<file path="config.mk">
export PLATFORM = sky130hd
export DESIGN_NAME = axi4s_deframer_v2
export DESIGN_NICKNAME = d
export VERILOG_FILES = /design/src/rtl/axi4s_deframer_v2.sv
export SDC_FILE = /design/constraint.sdc
export NUM_CORES = 1
export LEC_CHECK = 0
export CORE_UTILIZATION = 48
export CTS_BUF_LIST = sky130_fd_sc_hd__clkbuf_4 sky130_fd_sc_hd__clkbuf_8
export CTS_CLUSTER_DIAMETER = 30
export CTS_CLUSTER_SIZE = 25
export DETAILED_ROUTE_END_ITERATION = 10
export PLACE_DENSITY = 0.85
export SETUP_SLACK_MARGIN = 0.05
export SKIP_CTS_REPAIR_TIMING = 1
export SLEW_MARGIN = 30
export SYNTH_ARGS = -nofsm -noshare
export SYNTH_HDL_FRONTEND = slang
export SYNTH_SLANG_ARGS = --single-unit
</file>
<file path="constraint.sdc">
create_clock -name aclk -period 2.4 [get_ports aclk]
set_input_delay 0.72 -clock aclk [delete_from_list [all_inputs] [get_ports aclk]]
set_output_delay 0.72 -clock aclk [all_outputs]
set_load 0.01 [all_outputs]
</file>
<file path="src/rtl/axi4s_deframer_v2.sv">
// AXI4-Stream byte deframer: START/STOP/ESCAPE stripping, length limit, abort and error flag on tuser.
// Frame counters are built only when DEFRAMER_STATS_EN is defined; otherwise the stat ports read zero.
module axi4s_deframer_v2 #(
    parameter logic [7:0]  ESCAPE_BYTE   = 8'h7F,
    parameter logic [7:0]  START_BYTE    = 8'h7D,
    parameter logic [7:0]  STOP_BYTE     = 8'h7E,
    parameter logic [7:0]  ESC_XOR       = 8'h00,
    parameter int unsigned MAX_FRAME_LEN = 1024
) (
    input  logic        aclk,
    input  logic        aresetn,
    input  logic        target_tvalid,
    output logic        target_tready,
    input  logic [7:0]  target_tdata,
    output logic        initiator_tvalid,
    input  logic        initiator_tready,
    output logic [7:0]  initiator_tdata,
    output logic        initiator_tlast,
    output logic        initiator_tuser,
    output logic [31:0] stat_frames_ok,
    output logic [31:0] stat_frames_err
);

    localparam logic [15:0] MAX_LEN = 16'(MAX_FRAME_LEN);

    typedef enum logic [1:0] {IDLE, DATA, ESC, DISCARD} state_t;

    state_t      state_reg, state_next;
    logic [7:0]  hold_reg;
    logic        hold_valid_reg;
    logic [15:0] len_reg;
    logic        skip_reg, skip_next;
    logic        out_valid_reg;
    logic [7:0]  out_data_reg;
    logic        out_last_reg;
    logic        out_user_reg;

    logic        accept;
    logic        is_start, is_stop, is_esc;
    logic        is_payload;
    logic        at_max;
    logic [7:0]  decoded;

    logic        push, push_last, push_user;
    logic        hold_load, hold_clear, len_clear;

    assign target_tready    = !out_valid_reg || initiator_tready;
    assign accept           = target_tvalid && target_tready;
    assign is_start         = target_tdata == START_BYTE;
    assign is_stop          = target_tdata == STOP_BYTE;
    assign is_esc           = target_tdata == ESCAPE_BYTE;
    assign decoded          = (state_reg == ESC) ? (target_tdata ^ ESC_XOR) : target_tdata;
    assign is_payload       = accept && ((state_reg == ESC) ||
                              (state_reg == DATA && !is_start && !is_stop && !is_esc));
    assign at_max           = len_reg == MAX_LEN;

    assign initiator_tvalid = out_valid_reg;
    assign initiator_tdata  = out_data_reg;
    assign initiator_tlast  = out_last_reg;
    assign initiator_tuser  = out_user_reg;

    always_ff @(posedge aclk or negedge aresetn) begin
        if (!aresetn) begin
            state_reg <= IDLE;
            skip_reg  <= 1'b0;
        end else begin
            state_reg <= state_next;
            skip_reg  <= skip_next;
        end
    end

    always_comb begin
        state_next = state_reg;
        if (accept) begin
            case (state_reg)
                IDLE: begin
                    if (is_start) state_next = DATA;
                end
                DATA: begin
                    if (is_stop)                 state_next = IDLE;
                    else if (is_esc)             state_next = ESC;
                    else if (!is_start && at_max) state_next = DISCARD;
                end
                ESC: begin
                    state_next = at_max ? DISCARD : DATA;
                end
                DISCARD: begin
                    if (!skip_reg) begin
                        if (is_start)     state_next = DATA;
                        else if (is_stop) state_next = IDLE;
                    end
                end
                default: state_next = IDLE;
            endcase
        end
    end

    always_comb begin
        push       = 1'b0;
        push_last  = 1'b0;
        push_user  = 1'b0;
        hold_load  = 1'b0;
        hold_clear = 1'b0;
        len_clear  = 1'b0;
        skip_next  = skip_reg;
        if (accept) begin
            case (state_reg)
                IDLE: begin
                    if (is_start) begin
                        len_clear  = 1'b1;
                        hold_clear = 1'b1;
                    end
                end
                DATA: begin
                    if (is_start) begin
                        // START inside a frame aborts the pending frame and opens a new one
                        push       = hold_valid_reg;
                        push_last  = 1'b1;
                        push_user  = 1'b1;
                        len_clear  = 1'b1;
                        hold_clear = 1'b1;
                    end else if (is_stop) begin
                        push       = hold_valid_reg;
                        push_last  = 1'b1;
                        hold_clear = 1'b1;
                    end
                end
                DISCARD: begin
                    if (skip_reg) begin
                        skip_next = 1'b0;
                    end else if (is_start) begin
                        len_clear  = 1'b1;
                        hold_clear = 1'b1;
                    end else if (is_esc) begin
                        skip_next = 1'b1;
                    end
                end
                default: ;
            endcase

            if (is_payload) begin
                push = hold_valid_reg;
                if (at_max) begin
                    push_last  = 1'b1;
                    push_user  = 1'b1;
                    hold_clear = 1'b1;
                end else begin
                    hold_load = 1'b1;
                end
            end
        end
    end

    always_ff @(posedge aclk or negedge aresetn) begin
        if (!aresetn) begin
            hold_reg       <= 8'd0;
            hold_valid_reg <= 1'b0;
            len_reg        <= 16'd0;
        end else begin
            if (hold_load) begin
                hold_reg       <= decoded;
                hold_valid_reg <= 1'b1;
            end else if (hold_clear) begin
                hold_valid_reg <= 1'b0;
            end
            if (len_clear)      len_reg <= 16'd0;
            else if (hold_load) len_reg <= len_reg + 16'd1;
        end
    end

    // A push always fits: input is only accepted when the output stage is empty or draining.
    always_ff @(posedge aclk or negedge aresetn) begin
        if (!aresetn) begin
            out_valid_reg <= 1'b0;
            out_data_reg  <= 8'd0;
            out_last_reg  <= 1'b0;
            out_user_reg  <= 1'b0;
        end else if (push) begin
            out_valid_reg <= 1'b1;
            out_data_reg  <= hold_reg;
            out_last_reg  <= push_last;
            out_user_reg  <= push_user;
        end else if (initiator_tready) begin
            out_valid_reg <= 1'b0;
        end
    end

`ifdef DEFRAMER_STATS_EN
    logic [31:0] frames_ok_reg;
    logic [31:0] frames_err_reg;

    always_ff @(posedge aclk or negedge aresetn) begin
        if (!aresetn) begin
            frames_ok_reg  <= 32'd0;
            frames_err_reg <= 32'd0;
        end else if (push && push_last) begin
            if (push_user) frames_err_reg <= frames_err_reg + 32'd1;
            else           frames_ok_reg  <= frames_ok_reg + 32'd1;
        end
    end

    assign stat_frames_ok  = frames_ok_reg;
    assign stat_frames_err = frames_err_reg;
`else
    assign stat_frames_ok  = 32'd0;
    assign stat_frames_err = 32'd0;
`endif

endmodule

</file>
---- Word level (Yosys, flattened, before mapping) ----
Index checks and enable logic that the tools add are counted.
cells by class
  reduce and logical (&&, ||, !) cells .... 19
  equal/unequal tests ..................... 11
  add/subtract/negate cells ............... 1
  mux-type cells .......................... 44
operators with widths
  operator                 number
  $mux W16                 2
  $mux W1                  31
  $eq A8 B7 Y1 const B     3
  $add A16 B1 Y16 const B  1
  $eq A16 B11 Y1 const B   1
  $mux W2                  8
  $pmux W2 S4              1
  $logic_and A1 B1 Y1      6
  $reduce_bool A2 Y1       3
  $reduce_and A5 Y1        1
  $eq A2 B2 Y1 const B     2
  $logic_not A1 Y1         4
  $ne A2 B2 Y1 const B     2
  $ne A4 B3 Y1 const B     1
  $ne A3 B3 Y1 const B     1
  $pmux W1 S3              1
  $eq A2 B1 Y1 const B     1
  $logic_not A2 Y1         1
  $logic_or A1 B1 Y1       2
  $pmux W1 S2              1
  $reduce_and A2 Y1        1
  $reduce_or A2 Y1         1
word-level totals
  input port bits ......................... 12
  word-level logic and storage cells ...... 84
  bits in registers ....................... 39

---- Longest topological paths before layout ----
Gate-level depths: netlist of the first run.
  word-level depth ........................ 11
  gate-level depth with buffers ........... 7
  depth with buffers taken out ............ 6

---- Least setup slack after synthesis of the first run ----
OpenSTA, ideal clock, no wires.
  path type ............................... input -> register
  start point ............................. input target_tdata[0]
  end point ............................... register hold_reg[2]
  stages .................................. 6
  arrival time ............................ 1970 ps
  library setup time ...................... 125 ps
  required time ........................... 2275 ps
  path slack .............................. 306 ps
  path through ............................ buf_2 nor2_1 and4bb_4 nor3_2 buf_2 mux2_2
between the ends
  cells in the longest elaborated chain, start to end .. 9
  elaborated cells on any way between the ends .. 13
  classes of those cells .................. eq/ne (3); mux (2); reduce/logical (8)
ends and longest elaborated chain
  item                              line  text
  start, declared                   14    input logic [7:0] target_tdata,
  $eq A8 B7 Y1                      49    assign is_start = target_tdata == START_BYTE;
  $logic_not A1 Y1                  54    (state_reg == DATA && !is_start && !is_stop && !is_esc));
  $logic_and A1 B1 Y1 (2 in a row)  54
  $logic_and A1 B1 Y1 *             54
  $logic_or A1 B1 Y1 *              53    assign is_payload = accept && ((state_reg == ESC) ||
  $logic_and A1 B1 Y1 *             53
  $mux W1 *                         141   if (is_payload) begin
  $mux W1 *                         106   if (accept) begin
  end signal, assigned              161   hold_reg <= decoded;
  end, declared                     29    logic [7:0] hold_reg;
Mark *: on every way between the ends. The rest lies on a longest branch, timed or not.
A chain may end at the register's enable or synchronous reset.

---- Worst setup path after layout of the first run ----
  start point ............................. input target_tdata[6]
  end point ............................... register out_data_reg[5], in the netlist initiator_tdata[5]
between the ends
  cells in the longest elaborated chain, start to end .. 9
  elaborated cells on any way between the ends .. 16
  classes of those cells .................. eq/ne (3); mux (5); reduce/logical (8)
ends and longest elaborated chain
  item                              line  text
  $eq A8 B7 Y1                      49
  $logic_not A1 Y1                  54
  $logic_and A1 B1 Y1 (3 in a row)  54
  $logic_or A1 B1 Y1                53
  $logic_and A1 B1 Y1               53
  $mux W1 *                         141
  $mux W1 *                         106
  end signal, assigned              180   out_data_reg <= hold_reg;
  end, declared                     34    logic [7:0] out_data_reg;
Marks and branches as above.

==> flow_summary.html, run 1 <==
<table>
<tr><th>Metric</th><th>Value</th></tr>
<tr><th colspan="2">Critical path</th></tr>
<tr><td>CP arrival</td><td>2.49 ns</td></tr>
<tr><td>Flop2flop setup slack</td><td>0.45 ns</td></tr>
<tr><td>Delay contributed by the slowest stage of the critical path</td><td>0.49 ns</td></tr>
<tr><td>Crit start category</td><td>input pin</td></tr>
<tr><td>Start point of the critical path</td><td>target_tdata[6]</td></tr>
<tr><td>Crit Reg-Reg Startpoint</td><td>state_reg[0]</td></tr>
<tr><td>Length in cells of the worst reg-to-reg path</td><td>4</td></tr>
<tr><td>Standard cell with the maximum stage delay on the critical path</td><td>sky130_fd_sc_hd__clkdlybuf4s50_1</td></tr>
<tr><td>Cell-by-cell trace of the critical path</td><td>clkdlybuf4s50_1 -&gt; nor2b_1 -&gt; a41oi_1 -&gt; o211a_2 -&gt; mux2_2</td></tr>
<tr><td>Nature of the critical path endpoint</td><td>flip-flop</td></tr>
<tr><td>Path type of the worst setup path</td><td>input pin to flip-flop</td></tr>
<tr><td>Maximum fanout encountered on the critical timing path</td><td>11</td></tr>
<tr><td>Crit path required time</td><td>2.59 ns</td></tr>
<tr><td>Capturing point of the worst reg2reg path</td><td>initiator_tdata[5]</td></tr>
<tr><th colspan="2">Status</th></tr>
<tr><td>Result of the run</td><td>completed</td></tr>
<tr><th colspan="2">Route</th></tr>
<tr><td>Number of detailed-route iterations in the first pass</td><td>4</td></tr>
<tr><td>Count of unresolved DRC violations after routing</td><td>0</td></tr>
<tr><td>Number of vias after detailed routing</td><td>1963</td></tr>
<tr><td>Via density per instance</td><td>5.21</td></tr>
<tr><td>Per-cell routed wire length</td><td>13.8 µm</td></tr>
<tr><td>Number of DRC markers in iteration 0</td><td>123</td></tr>
<tr><td>Antenna violation net count after detailed routing</td><td>0</td></tr>
<tr><td>Drt total wl</td><td>between 5000 and 6000 µm</td></tr>
<tr><th colspan="2">Clocking</th></tr>
<tr><td>Root buf cell</td><td>sky130_fd_sc_hd__clkbuf_8</td></tr>
<tr><td>Number of CTS-inserted buffers</td><td>5</td></tr>
<tr><td>Clock slew at reported path FFs</td><td>around 0.090 ns</td></tr>
<tr><td>Clock network latency to the later pin of the worst-skew pair</td><td>0.30 ns</td></tr>
<tr><td>CTS tree</td><td>yes</td></tr>
<tr><td>Clock tree sinks</td><td>39</td></tr>
<tr><td>Clock H-tree levels</td><td>2</td></tr>
<tr><td>CTS max path bufs</td><td>2</td></tr>
<tr><th colspan="2">Die</th></tr>
<tr><td>Standard-cell row count</td><td>26</td></tr>
<tr><td>Starting density of the core</td><td>51.1%</td></tr>
<tr><td>Die Height</td><td>76.7 µm</td></tr>
<tr><td>Horizontal die dimension</td><td>76.7 µm</td></tr>
<tr><td>Core area</td><td>roughly 5200 µm²</td></tr>
<tr><td>Die footprint</td><td>5880 µm²</td></tr>
<tr><td>I/O pin cnt</td><td>88</td></tr>
<tr><th colspan="2">Synthesis</th></tr>
<tr><td>Count of warnings emitted by yosys</td><td>0</td></tr>
<tr><td>Synth area leaders</td><td>sky130_fd_sc_hd__dfrtp_1 (36%), sky130_fd_sc_hd__buf_4 (19%), sky130_fd_sc_hd__mux2_2 (7.6%)</td></tr>
<tr><td>Cell types with the highest counts after synthesis</td><td>sky130_fd_sc_hd__buf_4 (68), sky130_fd_sc_hd__dfrtp_1 (39), sky130_fd_sc_hd__mux2_2 (18)</td></tr>
<tr><td>Leading register cell type out of synthesis</td><td>sky130_fd_sc_hd__dfrtp_1</td></tr>
<tr><td>Number of enable flip-flop cells after synthesis</td><td>0</td></tr>
<tr><td>Post-Synthesis Cell Area</td><td>around 2700 µm²</td></tr>
<tr><td>Syn Area/Cell</td><td>between 10 and 15 µm²</td></tr>
<tr><td>Yosys top cell by area</td><td>sky130_fd_sc_hd__dfrtp_1</td></tr>
<tr><td>Flip-flop and latch count after synthesis</td><td>39</td></tr>
<tr><td>Synth cell types</td><td>46</td></tr>
<tr><td>Ys async rst share</td><td>100%</td></tr>
<tr><td>Area share of the leading cell type in the synthesized netlist</td><td>a little over a third</td></tr>
<tr><td>Sequential area share after synthesis</td><td>36.4%</td></tr>
<tr><td>Most frequently used cell type in the post-synthesis netlist</td><td>sky130_fd_sc_hd__buf_4</td></tr>
<tr><td>Synthesized instance count</td><td>between 200 and 300</td></tr>
<tr><th colspan="2">Layout</th></tr>
<tr><td>Number of nets in the layout</td><td>320</td></tr>
<tr><td>Final cell count without fillers</td><td>377</td></tr>
<tr><td>Synthesis-to-layout area growth</td><td>12.1%</td></tr>
<tr><td>Final design area excluding fillers</td><td>approximately 3000 µm²</td></tr>
<tr><td>Fraction of final layout cells with drive strength greater than 1</td><td>20.8%</td></tr>
<tr><td>Number of diodes added for antenna fixing</td><td>0</td></tr>
<tr><td># fillers</td><td>430</td></tr>
<tr><td>Number of flip-flops in the largest register</td><td>16</td></tr>
<tr><th colspan="2">STA</th></tr>
<tr><td>Total setup violations reported at the end of the flow</td><td>0</td></tr>
<tr><td>Total count of hold-check failures in the final report</td><td>0</td></tr>
<tr><td>Max Slew Vio Count</td><td>0</td></tr>
<tr><td>Final TNS setup</td><td>0 ns</td></tr>
<tr><td>Setup repair after global routing missed its margin</td><td>true</td></tr>
<tr><td>Worst clock skew</td><td>0.0126 ns</td></tr>
<tr><td>Upper clock frequency limit</td><td>435 MHz</td></tr>
<tr><td>Period utilization</td><td>95.7%</td></tr>
<tr><td>Final Critical Period</td><td>2.30 ns</td></tr>
<tr><th colspan="2">Power</th></tr>
<tr><td>Power after layout</td><td>1.41 mW</td></tr>
<tr><td>Static power due to leakage</td><td>1.35 nW</td></tr>
<tr><td>Peak ir drop on the vdd network</td><td>0.000377 V</td></tr>
<tr><td>Cell Pwr Density</td><td>roughly 470 nW/µm²</td></tr>
<tr><th colspan="2">Global route</th></tr>
<tr><td>Total routing usage reported by global routing</td><td>17.8%</td></tr>
<tr><td>Maximum number of pins on one net before global-route repair</td><td>26</td></tr>
<tr><td>Antenna violations before repair</td><td>0</td></tr>
<tr><td>Total global routing overflow</td><td>0</td></tr>
<tr><td>Via count of the first global-routing pass</td><td>1757</td></tr>
<tr><td>Wire length of the first global-routing pass</td><td>8280 µm</td></tr>
<tr><th colspan="2">Placed design</th></tr>
<tr><td>Instance area at placement</td><td>2860 µm²</td></tr>
<tr><td>Global placer's final weighted congestion</td><td>0.860</td></tr>
<tr><td>HPWL after DPL</td><td>3660 µm</td></tr>
<tr><td>Port Buf Inserts</td><td>23</td></tr>
<tr><td>Cell count after placement</td><td>368</td></tr>
<tr><th colspan="2">Flow run</th></tr>
<tr><td>Max-cap violation count</td><td>0</td></tr>
<tr><th colspan="2">Worst hold path</th></tr>
<tr><td>Class of the most critical hold timing path</td><td>input pin to asynchronous set/reset pin</td></tr>
</table>
[stage by stage]
step	hold slack, ns	util (%)	setup slack (ns)
floorplan	0.424	-	0.306
global placement	0.462	54.7	-0.237
detailed placement	0.470	54.7	-0.236
CTS	0.371	56.9	-0.226
global route	0.399	57.3	0.0423
finish	0.361	57.3	0.102
[worst max-delay path by stage]
| stage | endpoint | slack (ns) | cells after the start |
|---|---|---|---|
| finish | initiator_tdata[5] | 0.10 | 5 |
| global route | hold_reg[0] | 0.04 | 7 |
| CTS | target_tready | -0.23 | 3 |
| detailed placement | initiator_tdata[5] | -0.24 | 5 |
| global placement | target_tready | -0.24 | 3 |
| floorplan | hold_reg[2] | 0.31 | 6 |
[cell type report]
class                   instances  area, µm²  share of cell area [%]
inverters                       5       18.8                   0.625
flip-flops and latches         39        976                    32.5
repair buffers                 49        455                    15.2
multi-input cells             206       1350                    44.9
clock inverters                 3       46.3                    1.54
clock buffers                   5       68.8                    2.29
well taps                      70       87.6                    2.92
[cells in the final DEF, fill, tap and decap left out, types with 3 or more instances in the layout]
cell	n
sky130_fd_sc_hd__and3_1	3
sky130_fd_sc_hd__nor4_2	3
sky130_fd_sc_hd__nor4_1	7
sky130_fd_sc_hd__clkdlybuf4s50_1	21
sky130_fd_sc_hd__dfrtp_1	39
sky130_fd_sc_hd__nand2b_1	3
sky130_fd_sc_hd__nand2_1	7
sky130_fd_sc_hd__a21oi_1	5
sky130_fd_sc_hd__conb_1	64
sky130_fd_sc_hd__nor2b_1	3
sky130_fd_sc_hd__o31ai_1	4
sky130_fd_sc_hd__and4_1	3
sky130_fd_sc_hd__nand4_1	9
sky130_fd_sc_hd__mux2i_1	14
sky130_fd_sc_hd__clkbuf_8	5
sky130_fd_sc_hd__inv_1	5
sky130_fd_sc_hd__buf_4	22
sky130_fd_sc_hd__o21ai_0	14
sky130_fd_sc_hd__or4_1	3
sky130_fd_sc_hd__mux2_2	18
sky130_fd_sc_hd__nand3_1	7
sky130_fd_sc_hd__o21bai_1	10
sky130_fd_sc_hd__nor3_1	4
[where the power goes]
part	internal, mW	total (mW)	switching (mW)
Sequential	0.676	0.688	0.0126
Clock	0.313	0.573	0.260
Combinational	0.0551	0.153	0.0980
[kinds of logic (layout without fill, tap and decap cells)]
family / after synthesis / after routing / share of synthesized area, %
buffers and inverters: 85 / 62 / 22.3
adders and majority gates: 2 / 2 / 0.934
muxes: 32 / 32 / 12.8
xor gates and xnor gates: 1 / 1 / 0.327
other: 1 / 64 / 0.140
AOI/OAI and AO/OA: 45 / 45 / 11.4
DFF: 39 / 39 / 36.4
and+or+nand+nor: 62 / 62 / 15.7
[routing by layer]
layer,share of wire (%),global-route usage (%),wire [µm]
met5,0,0,0
met4,3.4,8.46,178
met2,49,29.7,2550
met3,5.6,3.33,290
met1,42,22.2,2190
[critical path: cells and delay by family]
kind | cells | cell delay, ns
and+or+nand+nor | 1 | 0.34
muxes | 1 | 0.32
buffers and inverters | 1 | 0.49
AOI/OAI and AO/OA | 2 | 0.61
(Power assumes the default switching activity.)
==> run 2: changes to the inputs <==
- PLACE_DENSITY: 0.85 -> 0.88
==> flow_summary.html, run 2 (synthesis results as in run 1) <==
<table>
<tr><th>Metric</th><th>Value</th></tr>
<tr><th colspan="2">Route</th></tr>
<tr><td>Number of DRC markers in iteration 0</td><td>152 (+24%)</td></tr>
<tr><td>Number of vias after detailed routing</td><td>1969 (+0.31%)</td></tr>
<tr><td>Number of detailed-route iterations in the first pass</td><td>4 (unchanged)</td></tr>
<tr><td>Drt total wl</td><td>5240 µm (+0.44%)</td></tr>
<tr><td>Per-cell routed wire length</td><td>14.1 µm (+1.8%)</td></tr>
<tr><td>Antenna violation net count after detailed routing</td><td>0 (unchanged)</td></tr>
<tr><td>Count of unresolved DRC violations after routing</td><td>0 (unchanged)</td></tr>
<tr><td>Via density per instance</td><td>5.29 (+1.7%)</td></tr>
<tr><th colspan="2">Layout</th></tr>
<tr><td># fillers</td><td>431 (+0.23%)</td></tr>
<tr><td>Leading cell type in the layout, fill and taps excluded</td><td>sky130_fd_sc_hd__conb_1</td></tr>
<tr><td>Synthesis-to-layout area growth</td><td>11.2%</td></tr>
<tr><td>Number of flip-flops in the largest register</td><td>16 (unchanged)</td></tr>
<tr><td>Fraction of final layout cells with drive strength greater than 1</td><td>19.9% (-0.98 points)</td></tr>
<tr><td>Most frequent cells in the layout</td><td>sky130_fd_sc_hd__conb_1 (64), sky130_fd_sc_hd__dfrtp_1 (39), sky130_fd_sc_hd__clkdlybuf4s50_1 (20)</td></tr>
<tr><td>Final cell count without fillers</td><td>372 (-1.3%)</td></tr>
<tr><td>Number of diodes added for antenna fixing</td><td>0 (unchanged)</td></tr>
<tr><td>Number of nets in the layout</td><td>315 (-1.6%)</td></tr>
<tr><th colspan="2">Critical path</th></tr>
<tr><td>Crit start category</td><td>input pin</td></tr>
<tr><td>Maximum fanout encountered on the critical timing path</td><td>11 (unchanged)</td></tr>
<tr><td>CP arrival</td><td>2.45 ns (-0.04 ns)</td></tr>
<tr><td>Nature of the critical path endpoint</td><td>flip-flop</td></tr>
<tr><td>Crit path required time</td><td>2.57 ns (-0.02 ns)</td></tr>
<tr><td>Path type of the worst setup path</td><td>input pin to flip-flop</td></tr>
<tr><th colspan="2">Clocking</th></tr>
<tr><td>Clock slew at reported path FFs</td><td>0.08 ns (about the same)</td></tr>
<tr><td>Number of CTS-inserted buffers</td><td>5 (unchanged)</td></tr>
<tr><td>Clock H-tree levels</td><td>2 (unchanged)</td></tr>
<tr><td>Root buf cell</td><td>sky130_fd_sc_hd__clkbuf_8</td></tr>
<tr><td>CTS max path bufs</td><td>2 (unchanged)</td></tr>
<tr><td>CTS tree</td><td>yes</td></tr>
<tr><td>Clock network latency to the later pin of the worst-skew pair</td><td>0.30 ns (about the same)</td></tr>
<tr><td>Clock tree sinks</td><td>39 (unchanged)</td></tr>
<tr><th colspan="2">STA</th></tr>
<tr><td>Setup repair after global routing missed its margin</td><td>true</td></tr>
<tr><td>Hold_ws</td><td>0.467 ns (+0.106 ns)</td></tr>
<tr><td>Total setup violations reported at the end of the flow</td><td>0 (unchanged)</td></tr>
<tr><td>Pin slew with the least headroom to its limit</td><td>0.501 ns</td></tr>
<tr><td>Worst clock skew</td><td>0.0155 ns (+0.00291 ns)</td></tr>
<tr><td>Final setup margin</td><td>0.121 ns (+0.0192 ns)</td></tr>
<tr><td>Final TNS setup</td><td>0 ns (unchanged)</td></tr>
<tr><td>Normalized max-slew margin</td><td>roughly 67%</td></tr>
<tr><td>Upper clock frequency limit</td><td>439 MHz (+0.84%)</td></tr>
<tr><td>Period utilization</td><td>94.9% (-0.80 points)</td></tr>
<tr><td>Final Critical Period</td><td>2.28 ns (-0.0192 ns)</td></tr>
<tr><td>Max Slew Vio Count</td><td>0 (unchanged)</td></tr>
<tr><td>Total count of hold-check failures in the final report</td><td>0 (unchanged)</td></tr>
<tr><th colspan="2">Global route</th></tr>
<tr><td>Total global routing overflow</td><td>0 (unchanged)</td></tr>
<tr><td>Via count of the first global-routing pass</td><td>1745 (-0.68%)</td></tr>
<tr><td>Antenna violations before repair</td><td>0 (unchanged)</td></tr>
<tr><td>Wire length of the first global-routing pass</td><td>8300 µm (+0.24%)</td></tr>
<tr><td>Total routing usage reported by global routing</td><td>17.6% (-0.23 points)</td></tr>
<tr><td>Maximum number of pins on one net before global-route repair</td><td>40 (+54%)</td></tr>
<tr><th colspan="2">Placed design</th></tr>
<tr><td>Port Buf Inserts</td><td>23 (unchanged)</td></tr>
<tr><td>Worst setup timing slack at the placement stage</td><td>-0.227 ns (+0.00840 ns)</td></tr>
<tr><td>HPWL after DPL</td><td>3400 µm (-7.1%)</td></tr>
<tr><td>Cell count after placement</td><td>363 (-1.4%)</td></tr>
<tr><td>Global placer's final weighted congestion</td><td>0.850 (-1.2%)</td></tr>
<tr><th colspan="2">Die</th></tr>
<tr><td>Core area</td><td>5240 µm² (unchanged)</td></tr>
<tr><td>I/O pin cnt</td><td>88 (unchanged)</td></tr>
<tr><td>Die Height</td><td>76.7 µm (unchanged)</td></tr>
<tr><td>Standard-cell row count</td><td>26 (unchanged)</td></tr>
<tr><td>Horizontal die dimension</td><td>76.7 µm (unchanged)</td></tr>
<tr><td>Die footprint</td><td>5880 µm² (unchanged)</td></tr>
<tr><td>Starting density of the core</td><td>51.1% (unchanged)</td></tr>
<tr><th colspan="2">Worst hold path</th></tr>
<tr><td>Class of the most critical hold timing path</td><td>input pin to asynchronous set/reset pin</td></tr>
<tr><th colspan="2">Power</th></tr>
<tr><td>Cell Pwr Density</td><td>474 nW/µm² (+0.66%)</td></tr>
<tr><td>Static power due to leakage</td><td>1.35 nW (+0.12%)</td></tr>
<tr><td>Peak ir drop on the vdd network</td><td>0.000387 V (+2.6%)</td></tr>
<tr><td>Power after layout</td><td>1.41 mW (about the same)</td></tr>
<tr><th colspan="2">Status</th></tr>
<tr><td>Result of the run</td><td>completed</td></tr>
<tr><th colspan="2">Flow run</th></tr>
<tr><td>Max-cap violation count</td><td>0 (unchanged)</td></tr>
</table>
## run 2: final cells by class
class	count	area [µm²]	area share, %
Sequential cell	39	976	32.8
Timing Repair Buffer	44	420	14.1
Clock inverter	2	35.0	1.18
Multi-Input combinational cell	206	1360	45.6
Inverter	5	18.8	0.630
Clock buffer	6	82.6	2.77
Tap cell	70	87.6	2.94
## run 2: power by group
group | leakage (nW) | switching (mW) | internal, mW
Clock | 0.0612 | 0.234 | 0.337
Sequential | 0.541 | 0.0151 | 0.676
Combinational | 0.751 | 0.0987 | 0.0527
Total | 1.35 | 0.348 | 1.07
## run 2: path summary, 6_finish.rpt
check / slack [ns] / endpoint / depth (start not counted) / start
max: 0.12 / initiator_tdata[0] / 6 / target_tdata[6]
min: 0.47 / len_reg[15] / 2 / aresetn
max reg2reg: 0.45 / hold_reg[3] / 7 / len_reg[0]
min reg2reg: 0.48 / skip_reg / 1 / skip_reg
max in group asynchronous: 1.57 / hold_reg[3] / 2 / aresetn
min in group aclk: 0.48 / skip_reg / 1 / skip_reg
## run 2: routing by layer
| layer | vias up | GRT usage [%] | wire length (µm) |
|---|---|---|---|
| li1 | 908 | - | - |
| met1 | 950 | 21.7 | 2190 |
| met2 | 97 | 29.6 | 2600 |
| met3 | 14 | 3.33 | 316 |
| met4 | 0 | 8.08 | 127 |
| met5 | - | 0 | 0 |
## run 2: per-stage QoR
step	util (%)	instance area, µm²
6_report	56.9	2980
5_1_grt	56.9	2980
4_1_cts	56.2	2940
3_5_place_dp	53.9	2830
3_3_place_gp	53.9	2830
2_1_floorplan	-	2920
## run 2: worst max-delay path, stage by stage
cell and delay (ns):
sky130_fd_sc_hd__clkdlybuf4s50_1 0.42, sky130_fd_sc_hd__nor2b_1 0.14, sky130_fd_sc_hd__buf_4 0.16, sky130_fd_sc_hd__a41oi_1 0.34, sky130_fd_sc_hd__o211a_4 0.31, sky130_fd_sc_hd__mux2_2 0.37
==> run 3: changes to the inputs <==
- ABC_AREA: unset -> 1
==> flow_summary.html, run 3 <==
<table>
<tr><th>Metric</th><th>Value</th></tr>
<tr><th colspan="2">STA</th></tr>
<tr><td>Final Critical Period</td><td>2.16 ns (-0.122 ns)</td></tr>
<tr><td>Pin slew with the least headroom to its limit</td><td>0.539 ns (+0.0377 ns)</td></tr>
<tr><td>Setup repair after global routing missed its margin</td><td>false</td></tr>
<tr><td>Total count of hold-check failures in the final report</td><td>0 (unchanged)</td></tr>
<tr><td>Period utilization</td><td>89.8% (-5.1 points)</td></tr>
<tr><td>Max Slew Vio Count</td><td>0 (unchanged)</td></tr>
<tr><td>Upper clock frequency limit</td><td>464 MHz (+5.7%)</td></tr>
<tr><td>Worst clock skew</td><td>0.00579 ns (-0.00971 ns)</td></tr>
<tr><td>Normalized max-slew margin</td><td>64.1% (-2.5 points)</td></tr>
<tr><td>Hold_ws</td><td>0.403 ns (-0.0638 ns)</td></tr>
<tr><td>Total setup violations reported at the end of the flow</td><td>0 (unchanged)</td></tr>
<tr><th colspan="2">Layout</th></tr>
<tr><td>Combined flip-flop and latch cell area</td><td>976 µm² (unchanged)</td></tr>
<tr><td>Fraction of final layout cells with drive strength greater than 1</td><td>11.2% (-8.7 points)</td></tr>
<tr><td>Most frequent cells in the layout</td><td>sky130_fd_sc_hd__nand2_1 (79), sky130_fd_sc_hd__conb_1 (64), sky130_fd_sc_hd__dfrtp_1 (39)</td></tr>
<tr><td>Multi-input combinational cell area</td><td>1350 µm² (-0.83%)</td></tr>
<tr><td>Synthesis-to-layout area growth</td><td>8.16%</td></tr>
<tr><td>Number of nets in the layout</td><td>399 (+27%)</td></tr>
<tr><td>Leading cell type in the layout, fill and taps excluded</td><td>sky130_fd_sc_hd__nand2_1</td></tr>
<tr><td># fillers</td><td>485 (+13%)</td></tr>
<tr><td>Number of flip-flops in the largest register</td><td>16 (unchanged)</td></tr>
<tr><td>Utilization after layout</td><td>54.2% (-2.7 points)</td></tr>
<tr><td>Number of diodes added for antenna fixing</td><td>0 (unchanged)</td></tr>
<tr><th colspan="2">Synthesis</th></tr>
<tr><td>Syn Area/Cell</td><td>7.84 µm² (-22%)</td></tr>
<tr><td>Yosys top cell by area</td><td>sky130_fd_sc_hd__dfrtp_1</td></tr>
<tr><td>Post-Synthesis Cell Area</td><td>2760 µm² (+3.0%)</td></tr>
<tr><td>Sequential area share after synthesis</td><td>35.4% (-1.1 points)</td></tr>
<tr><td>Most frequently used cell type in the post-synthesis netlist</td><td>sky130_fd_sc_hd__nand2_1</td></tr>
<tr><td>Cell types with the highest counts after synthesis</td><td>sky130_fd_sc_hd__nand2_1 (79), sky130_fd_sc_hd__buf_4 (66), sky130_fd_sc_hd__dfrtp_1 (39)</td></tr>
<tr><td>Synth cell types</td><td>30 (-35%)</td></tr>
<tr><td>Flip-flop and latch count after synthesis</td><td>39 (unchanged)</td></tr>
<tr><td>Leading register cell type out of synthesis</td><td>sky130_fd_sc_hd__dfrtp_1</td></tr>
<tr><td>Area share of the leading cell type in the synthesized netlist</td><td>35.4% (-1.1 points)</td></tr>
<tr><td>Ys async rst share</td><td>100% (unchanged)</td></tr>
<tr><td>Synthesized instance count</td><td>352 (+32%)</td></tr>
<tr><td>Number of enable flip-flop cells after synthesis</td><td>0 (unchanged)</td></tr>
<tr><td>Count of warnings emitted by yosys</td><td>0 (unchanged)</td></tr>
<tr><td>Synth area leaders</td><td>sky130_fd_sc_hd__dfrtp_1 (35%), sky130_fd_sc_hd__buf_4 (18%), sky130_fd_sc_hd__nand2_1 (11%)</td></tr>
<tr><th colspan="2">Die</th></tr>
<tr><td>I/O pin cnt</td><td>88 (unchanged)</td></tr>
<tr><td>Starting density of the core</td><td>50.1% (-1.0 points)</td></tr>
<tr><td>Standard-cell row count</td><td>27 (+3.8%)</td></tr>
<tr><td>Die Height</td><td>77.8 µm (+1.4%)</td></tr>
<tr><td>Horizontal die dimension</td><td>77.8 µm (+1.4%)</td></tr>
<tr><td>Die footprint</td><td>6060 µm² (+2.9%)</td></tr>
<tr><td>Core area</td><td>5510 µm² (+5.1%)</td></tr>
<tr><th colspan="2">Clocking</th></tr>
<tr><td>Clock H-tree levels</td><td>2 (unchanged)</td></tr>
<tr><td>CTS max path bufs</td><td>2 (unchanged)</td></tr>
<tr><td>Root buf cell</td><td>sky130_fd_sc_hd__clkbuf_8</td></tr>
<tr><td>Clock tree sinks</td><td>39 (unchanged)</td></tr>
<tr><td>Clock network latency to the later pin of the worst-skew pair</td><td>0.29 ns (about the same)</td></tr>
<tr><td>CTS tree</td><td>yes</td></tr>
<tr><td>Clock slew at reported path FFs</td><td>0.07 ns (about the same)</td></tr>
<tr><td>Number of CTS-inserted buffers</td><td>5 (unchanged)</td></tr>
<tr><th colspan="2">Route</th></tr>
<tr><td>Drt total wl</td><td>4750 µm (-9.4%)</td></tr>
<tr><td>Number of detailed-route iterations in the first pass</td><td>4 (unchanged)</td></tr>
<tr><td>Wire length on met3</td><td>280 µm (-11%)</td></tr>
<tr><td>Top routing layer in use</td><td>met4</td></tr>
<tr><td>Detailed route wirelength on metal2</td><td>2420 µm (-6.8%)</td></tr>
<tr><td>Per-cell routed wire length</td><td>10.4 µm (-26%)</td></tr>
<tr><td>Sum of routed wire segments on met1</td><td>1980 µm (-9.5%)</td></tr>
<tr><td>Count of unresolved DRC violations after routing</td><td>0 (unchanged)</td></tr>
<tr><td>Number of DRC markers in iteration 0</td><td>107 (-30%)</td></tr>
<tr><td>Number of vias after detailed routing</td><td>2097 (+6.5%)</td></tr>
<tr><td>Via density per instance</td><td>4.59 (-13%)</td></tr>
<tr><td>Antenna violation net count after detailed routing</td><td>0 (unchanged)</td></tr>
<tr><th colspan="2">Placed design</th></tr>
<tr><td>Global placer's final weighted congestion</td><td>0.878 (+3.3%)</td></tr>
<tr><td>HPWL after DPL</td><td>3690 µm (+8.3%)</td></tr>
<tr><td>Port Buf Inserts</td><td>23 (unchanged)</td></tr>
<tr><th colspan="2">Global route</th></tr>
<tr><td>Total routing usage reported by global routing</td><td>17.3% (-0.27 points)</td></tr>
<tr><td>Antenna violations before repair</td><td>0 (unchanged)</td></tr>
<tr><td>Maximum number of pins on one net before global-route repair</td><td>32 (-20%)</td></tr>
<tr><td>Via count of the first global-routing pass</td><td>1897 (+8.7%)</td></tr>
<tr><td>Wire length of the first global-routing pass</td><td>8330 µm (+0.34%)</td></tr>
<tr><td>Total global routing overflow</td><td>0 (unchanged)</td></tr>
<tr><th colspan="2">Critical path</th></tr>
<tr><td>CP arrival</td><td>2.34 ns (-0.11 ns)</td></tr>
<tr><td>Crit Reg-Reg Startpoint</td><td>len_reg[0]</td></tr>
<tr><td>Maximum fanout encountered on the critical timing path</td><td>31 (+20)</td></tr>
<tr><td>Nature of the critical path endpoint</td><td>flip-flop</td></tr>
<tr><td>Timing endpoint of the critical path</td><td>len_reg[3]</td></tr>
<tr><td>Flop2flop setup slack</td><td>0.65 ns (+0.20 ns)</td></tr>
<tr><td>Crit start category</td><td>input pin</td></tr>
<tr><td>Path type of the worst setup path</td><td>input pin to flip-flop</td></tr>
<tr><td>Capturing point of the worst reg2reg path</td><td>len_reg[3]</td></tr>
<tr><td>Length in cells of the worst reg-to-reg path</td><td>9 (+2)</td></tr>
<tr><td>Start point of the critical path</td><td>target_tdata[5]</td></tr>
<tr><td>Crit path required time</td><td>2.58 ns (about the same)</td></tr>
<tr><th colspan="2">Status</th></tr>
<tr><td>Result of the run</td><td>completed</td></tr>
<tr><th colspan="2">Power</th></tr>
<tr><td>Cell Pwr Density</td><td>986 nW/µm² (+110%)</td></tr>
<tr><td>Static power due to leakage</td><td>1.55 nW (+14%)</td></tr>
<tr><td>Peak ir drop on the vdd network</td><td>0.000466 V (+20%)</td></tr>
<tr><th colspan="2">Worst hold path</th></tr>
<tr><td>Class of the most critical hold timing path</td><td>input pin to asynchronous set/reset pin</td></tr>
<tr><th colspan="2">Flow run</th></tr>
<tr><td>Max-cap violation count</td><td>0 (unchanged)</td></tr>
</table>
## run 3: cell count changes after synthesis, moves of 7 or more
cell / previous run / this run
sky130_fd_sc_hd__xor2_1: 1 / 13
sky130_fd_sc_hd__nor4_1: 7 / 0
sky130_fd_sc_hd__nand3_1: 7 / 36
sky130_fd_sc_hd__inv_1: 5 / 26
sky130_fd_sc_hd__nor2_1: 2 / 25
sky130_fd_sc_hd__o21ai_2: 0 / 8
sky130_fd_sc_hd__mux2_2: 18 / 0
sky130_fd_sc_hd__nand2_1: 7 / 79
sky130_fd_sc_hd__o21ai_0: 14 / 5
sky130_fd_sc_hd__o21bai_1: 10 / 1
sky130_fd_sc_hd__nand4_1: 9 / 2
sky130_fd_sc_hd__nand3b_1: 1 / 9
sky130_fd_sc_hd__mux2i_1: 14 / 0
## run 3: area by class of cell
type	instances	share of cell area, %
Multi-Input combinational cell	275	45.2
Clock inverter	2	1.26
Sequential cell	39	32.7
Inverter	29	3.65
Tap cell	72	3.02
Clock buffer	5	2.31
Timing Repair Buffer	35	11.9
## run 3: layer usage
metal | vias to the layer above | global-route usage [%]
li1 | 1052 | -
met1 | 974 | 20.5
met2 | 65 | 30.3
met3 | 6 | 4.35
met4 | 0 | 6.04
met5 | - | 0
## run 3: power by group
part	internal (mW)	total, mW	switching (mW)
Sequential	0.907	1.12	0.212
Clock	0.304	0.528	0.225
Combinational	0.579	1.29	0.714
## run 3: metrics by stage
stage	setup TNS [ns]	std cells	cell area (µm²)	power, mW	worst slack (ns)
6_report	0	457	2980	2.94	0.244
5_1_grt	0	457	2980	3.19	0.0873
2_1_floorplan	0	415	3000	2.04	0.597
3_5_place_dp	-0.876	450	2880	2.43	-0.129
4_1_cts	-0.128	457	2980	2.97	-0.128
3_3_place_gp	-0.113	450	2880	2.36	-0.113
## run 3: critical path, cell delays in order
cell                              delay [ns]
sky130_fd_sc_hd__clkdlybuf4s50_1        0.48
sky130_fd_sc_hd__nand2_1                0.09
sky130_fd_sc_hd__nor2_2                 0.20
sky130_fd_sc_hd__nand2_2                0.14
sky130_fd_sc_hd__nor2_2                 0.13
sky130_fd_sc_hd__nand2_1                0.08
sky130_fd_sc_hd__o21ai_2                0.07
sky130_fd_sc_hd__nand2_2                0.09
sky130_fd_sc_hd__buf_12                 0.17
sky130_fd_sc_hd__nand3b_1               0.10
sky130_fd_sc_hd__nand2_1                0.06
## run 3: cell families after synthesis
group | share of synthesized area, %
XOR/XNOR | 4.44
adder cells (fa/ha/maj) | 0.907
AO/OA/AOI/OAI | 5.90
other | 0.136
flip-flops | 35.4
AND/OR/NAND/NOR | 28.9
buffers and inverters | 24.4
## run 3: worst min-delay path by stage
stage | startpoint | endpoint | slack, ns | cells after the start
6_report | aresetn | len_reg[1] | 0.40 | 1
5_1_grt | aresetn | len_reg[0] | 0.45 | 1
4_1_cts | aresetn | len_reg[15] | 0.42 | 1
3_5_place_dp | initiator_tdata[0] | initiator_tdata[0] | 0.47 | 2
3_3_place_gp | skip_reg | skip_reg | 0.46 | 1
2_1_floorplan | aresetn | hold_reg[0] | 0.42 | 0
